===== src/rtl/instr_encoder.sv =====
// instr_encoder: packs register indices, funct codes and an immediate into
// an RV32I instruction word; expands LI into LUI+ADDI over two beats.
//
// Ports:
//   clk, rst_n            clock, synchronous active-low reset
//   in_valid / in_ready   request handshake
//   in_fmt                0=R 1=I 2=S 3=B 4=U 5=J 6=LI 7=reserved
//   in_opcode, in_rd, in_rs1, in_rs2, in_funct3, in_funct7, in_imm
//   out_valid / out_ready registered output handshake
//   out_instr, out_err    encoded word, range/format error flag
//
// Build option: define INSTR_ENC_RANGE_CHECK_EN to build the immediate
// range and reserved-format checks; otherwise out_err is tied to 0.

module instr_encoder #(
   parameter int XLEN = 32
) (
   input  logic            clk,
   input  logic            rst_n,
   input  logic            in_valid,
   output logic            in_ready,
   input  logic [2:0]      in_fmt,
   input  logic [6:0]      in_opcode,
   input  logic [4:0]      in_rd,
   input  logic [4:0]      in_rs1,
   input  logic [4:0]      in_rs2,
   input  logic [2:0]      in_funct3,
   input  logic [6:0]      in_funct7,
   input  logic [XLEN-1:0] in_imm,
   output logic            out_valid,
   input  logic            out_ready,
   output logic [XLEN-1:0] out_instr,
   output logic            out_err
);

   typedef enum logic {
      S_IDLE,
      S_SECOND
   } state_t;

   localparam logic [2:0] FMT_R  = 3'd0;
   localparam logic [2:0] FMT_I  = 3'd1;
   localparam logic [2:0] FMT_S  = 3'd2;
   localparam logic [2:0] FMT_B  = 3'd3;
   localparam logic [2:0] FMT_U  = 3'd4;
   localparam logic [2:0] FMT_J  = 3'd5;
   localparam logic [2:0] FMT_LI = 3'd6;

   localparam logic [6:0] OP_IMM = 7'h13;
   localparam logic [6:0] OP_LUI = 7'h37;

   state_t            r_state;
   logic              r_valid;
   logic [XLEN-1:0]   r_instr;
   logic              r_err;
   logic [XLEN-1:0]   r_second;

   logic              w_accept;
   logic [XLEN-1:0]   w_word;
   logic              w_err;
   logic              w_li_two;
   logic [XLEN-1:0]   w_li_add;
   logic              w_li_small;
   logic [XLEN-1:0]   w_second;

   assign in_ready  = rst_n && (r_state == S_IDLE)
                    && (!r_valid || out_ready);
   assign w_accept  = in_valid && in_ready;
   assign out_valid = r_valid;
   assign out_instr = r_instr;
   assign out_err   = r_err;

   // Rounding by 0x800 lets the sign-extended ADDI low part
   // cancel out against the LUI upper part.
   assign w_li_add   = in_imm + 32'h0000_0800;
   assign w_li_small = (in_imm[31:11] == {21{in_imm[11]}});
   assign w_second   = {in_imm[11:0], in_rd, 3'b000,
                        in_rd, OP_IMM};

   always_comb begin
      w_word   = '0;
      w_li_two = 1'b0;
      unique case (1'b1)
         (in_fmt == FMT_R):
            w_word = {in_funct7, in_rs2, in_rs1,
                      in_funct3, in_rd, in_opcode};
         (in_fmt == FMT_I):
            w_word = {in_imm[11:0], in_rs1,
                      in_funct3, in_rd, in_opcode};
         (in_fmt == FMT_S):
            w_word = {in_imm[11:5], in_rs2, in_rs1,
                      in_funct3, in_imm[4:0], in_opcode};
         (in_fmt == FMT_B):
            w_word = {in_imm[12], in_imm[10:5], in_rs2,
                      in_rs1, in_funct3, in_imm[4:1],
                      in_imm[11], in_opcode};
         (in_fmt == FMT_U):
            w_word = {in_imm[31:12], in_rd, in_opcode};
         (in_fmt == FMT_J):
            w_word = {in_imm[20], in_imm[10:1], in_imm[11],
                      in_imm[19:12], in_rd, in_opcode};
         (in_fmt == FMT_LI): begin
            if (w_li_small) begin
               w_word = {in_imm[11:0], 5'd0, 3'b000,
                         in_rd, OP_IMM};
            end else begin
               w_word   = {w_li_add[31:12], in_rd, OP_LUI};
               w_li_two = (in_imm[11:0] != 12'd0);
            end
         end
         default:
            w_word = '0;
      endcase
   end

`ifdef INSTR_ENC_RANGE_CHECK_EN
   logic w_fit12;
   logic w_fit13;
   logic w_fit21;

   // Signed-range tests: upper bits must be pure sign extension.
   assign w_fit12 = (in_imm[31:11] == {21{in_imm[11]}});
   assign w_fit13 = (in_imm[31:12] == {20{in_imm[12]}});
   assign w_fit21 = (in_imm[31:20] == {12{in_imm[20]}});

   always_comb begin
      w_err = 1'b0;
      unique case (1'b1)
         (in_fmt == FMT_I),
         (in_fmt == FMT_S):
            w_err = !w_fit12;
         (in_fmt == FMT_B):
            w_err = !w_fit13 || in_imm[0];
         (in_fmt == FMT_J):
            w_err = !w_fit21 || in_imm[0];
         (in_fmt == FMT_U):
            w_err = (in_imm[11:0] != 12'd0);
         (in_fmt == 3'd7):
            w_err = 1'b1;
         default:
            w_err = 1'b0;
      endcase
   end
`else
   assign w_err = 1'b0;
`endif

   always_ff @(posedge clk) begin
      if (!rst_n) begin
         r_state  <= S_IDLE;
         r_valid  <= 1'b0;
         r_instr  <= '0;
         r_err    <= 1'b0;
         r_second <= '0;
      end else begin
         unique case (r_state)
            S_IDLE: begin
               if (w_accept) begin
                  r_valid <= 1'b1;
                  r_instr <= w_word;
                  r_err   <= w_err;
                  if (w_li_two) begin
                     r_second <= w_second;
                     r_state  <= S_SECOND;
                  end
               end else if (out_ready) begin
                  r_valid <= 1'b0;
               end
            end
            S_SECOND: begin
               // LUI beat is held until taken, then ADDI follows.
               if (out_ready) begin
                  r_instr <= r_second;
                  r_err   <= 1'b0;
                  r_state <= S_IDLE;
               end
            end
            default: r_state <= S_IDLE;
         endcase
      end
   end

endmodule


===== config.mk =====
export PLATFORM = sky130hd
export DESIGN_NAME = instr_encoder
export DESIGN_NICKNAME = d
export VERILOG_FILES = /design/src/rtl/instr_encoder.sv
export SDC_FILE = /design/constraint.sdc
export NUM_CORES = 1
export LEC_CHECK = 0
export ABC_AREA = 1
export BUFFER_PORTS_ARGS = -buffer_cell sky130_fd_sc_hd__buf_2
export CORE_MARGIN = 3
export CORE_UTILIZATION = 50
export CTS_CLUSTER_SIZE = 20
export DETAILED_ROUTE_END_ITERATION = 8
export MAX_ROUTING_LAYER = met4
export PLACE_DENSITY = 0.88
export SLEW_MARGIN = 20
export SYNTH_ARGS = -nofsm -noshare
export SYNTH_HDL_FRONTEND = slang
export SYNTH_SLANG_ARGS = --single-unit
export TNS_END_PERCENT = 20

===== constraint.sdc =====
create_clock -name clk -period 2.15 [get_ports clk]
set_clock_uncertainty 0.2 [all_clocks]
set_input_delay 0.3225 -clock clk [delete_from_list [all_inputs] [get_ports clk]]
set_output_delay 0.3225 -clock clk [all_outputs]
set_load 0.005 [all_outputs]

==> flow_summary.toml <==
[run_status]
status = "finished clean"

[sta]
relSlewSlack_pct = 39.7
fin_crit_ns = 2.00
slew_violations = 0
hold_viol = 0
rsz0062_at_grt = "true"
holdWs_ns = 0.0803
max_freq_mhz = 500
period_share_pct = 93.0
finalSetupViolCount = 0
tightest_slew_ns = 0.897

[worst_setup_path]
required_ns = 2.14
cp.arrival_ns = 1.99
setup.worst_path.class = "flop to flop"
end_kind = "flop"
crit_fanout = 20
cp-start-kind = "flop"

[place]
place_area_mm2 = 0.00422
place_congestion = 0.913
dp_hpwl_um = 9610
place.port_buffers = 104

[clock_tree]
insertion_delay_ns = 0.31
cts_max_path_buffers = 2
cts_max_level = 2
cts.reportedPaths.clkPinSlew_ns = 0.11
cts_buffers = 5
cts_tree = "yes"
clockRootBuffer = "clkbuf_8"
cts.sinks = 52

[die]
die_w_um = 90.0
core_mm2 = 0.00660
die_area_mm2 = 0.00810
rows = 29
ios = 106
start_util_pct = 53.4
die_h_um = 90.0

[detailed_routing]
ant_nets = 0
wl_um = 12200
drc = 0
num_vias = 4357
avgViaCountPerCell = 5.61
drt_iter0_markers = 371
wl_per_cell_um = 15.7
dr.pass1.iters = 5

[logic_synthesis]
synth_top_area_cell = "dfxtp_1"
synth-edff-count = 0
synth_area_mm2 = 0.00353
ys_async_sr_fraction_pct = 0
netlist_instances = 579
synth.distinct_cells = 35
yosys-top-cells-area = "dfxtp_1 30%, nand2_1 18%, a21oi_1 8.5%"
ys_warn_count = 0
synth_top_area_share_pct = 29.5
syn_nets = 651
ys_ff_latch = 52
seq_area_frac_synth_pct = 29.5
synth_ff_type = "dfxtp_1"
synth.avg_cell_area_um2 = 6.09

[power_and_ir_drop]
leakage_uw = 0.00215
ir_worst_vdd_mv = 0.376
p_per_area_mw_per_mm2 = 502

[global_routing]
grt_pass1_vias = 4136
grt_first_pass_wirelength_um = 20000
grt.total_usage_pct = 30.7
antenna_found_initial = 0
grt_max_degree = 31
grt-ovfl-total = 0

[final_layout]
multi_input_area_mm2 = 0.00213
final_common_cell = "nand2_1"
most-common-layout-cells = "170 x nand2_1, 104 x buf_2, 59 x a21oi_1, 55 x nor2_1, 52 x dfxtp_1"
area.sequential_mm2 = 0.00104
fin_nets = 755
num-fill-cells = 658
stdcell_area_mm2 = 0.00432
syn_to_final_growth_pct = 22.5
antenna_cells = 0
drive_above_1_share_pct = 22.2

[job]
max_cap_violations = 0

[worst_hold_path]
hold_path_class = "input port to flop"
==> cells by family after synthesis <==
group,synth area share (%)
buffers and inverters,10.3
other,0.106
XOR/XNOR,2.48
AO/OA/AOI/OAI,20.2
AND/OR/NAND/NOR,37.0
flip-flops,29.5
adder cells (fa/ha/maj),0.355
==> layout make-up <==
class	count	share of cell area (%)
Timing Repair Buffer	130	17.1
Inverter	53	4.60
Clock buffer	5	1.59
Clock inverter	3	0.637
Sequential cell	52	24.1
Multi-Input combinational cell	441	49.2
Tap cell	93	2.69
==> final timing paths <==
path,endpoint,start,depth (start not counted),slack (ns)
min reg2reg,r_second[4],r_second[4],2,0.26
max reg2reg,out_instr[15],out_valid,8,0.15
max,out_instr[15],out_valid,8,0.15
min,out_instr[6],in_opcode[6],3,0.08
==> worst max-delay path, stage by stage (launching register included) <==
cell,delay (ns)
dfxtp_1,0.33
nand2_1,0.07
nand2_1,0.05
nor2_1,0.12
nand2_1,0.20
nand2_1,0.16
inv_1,0.30
a21oi_1,0.35
a21oi_1,0.11
==> synth_stat cells, types with 2 or more instances <==
cell type,count
nand2_1,170
a21oi_1,60
nor2_1,55
dfxtp_1,52
inv_1,50
o21ai_0,37
nand3_1,31
nand4_1,28
clkbuf_1,17
buf_2,11
a221oi_1,8
a22oi_1,8
o21ai_1,7
xor2_1,7
nor2_2,4
nor4_1,4
buf_4,3
inv_2,3
nor3_1,3
o22ai_1,3
xnor2_1,3
buf_6,2
==> per-stage QoR <==
step	total power (uW)	util, %	setup slack [ns]	setup TNS, ns	cells
floorplan	1340	-	0.339	0	579
global placement	1570	63.9	0.0278	0	769
detailed placement	1580	63.9	-0.0247	-0.0247	769
CTS	2170	65.4	0.137	0	777
global route	2290	65.4	-0.0464	-0.276	777
finish	2170	65.4	0.151	0	777
==> flip-flops by register name, indices dropped and copies added (netlist names) <==
name,count
out_instr,32
r_state,1
r_second,18
out_valid,1
==> timing repair <==
action | in CTS | in global routing
resized for setup | 0 | 1
setup endpoints to repair | 0 | 10
hold buffers | 0 | 0
setup buffers | 0 | 0
==> power by group <==
part | total (uW) | internal, uW | leakage [uW] | switching, uW
clock network | 599 | 240 | 0.0000463 | 359
registers | 1040 | 1010 | 0.000425 | 25.0
logic | 535 | 205 | 0.00168 | 330
total | 2170 | 1460 | 0.00215 | 714
==> per-layer routing <==
| layer | global-route usage, % | routed length [um] | vias to the layer above |
|---|---|---|---|
| li1 | - | - | 2132 |
| met1 | 40.1 | 5170 | 1995 |
| met2 | 48.9 | 5770 | 205 |
| met3 | 5.01 | 990 | 25 |
| met4 | 9.44 | 302 | 0 |
| met5 | - | 0 | - |
No activity file was read; power rests on OpenSTA's default activity.
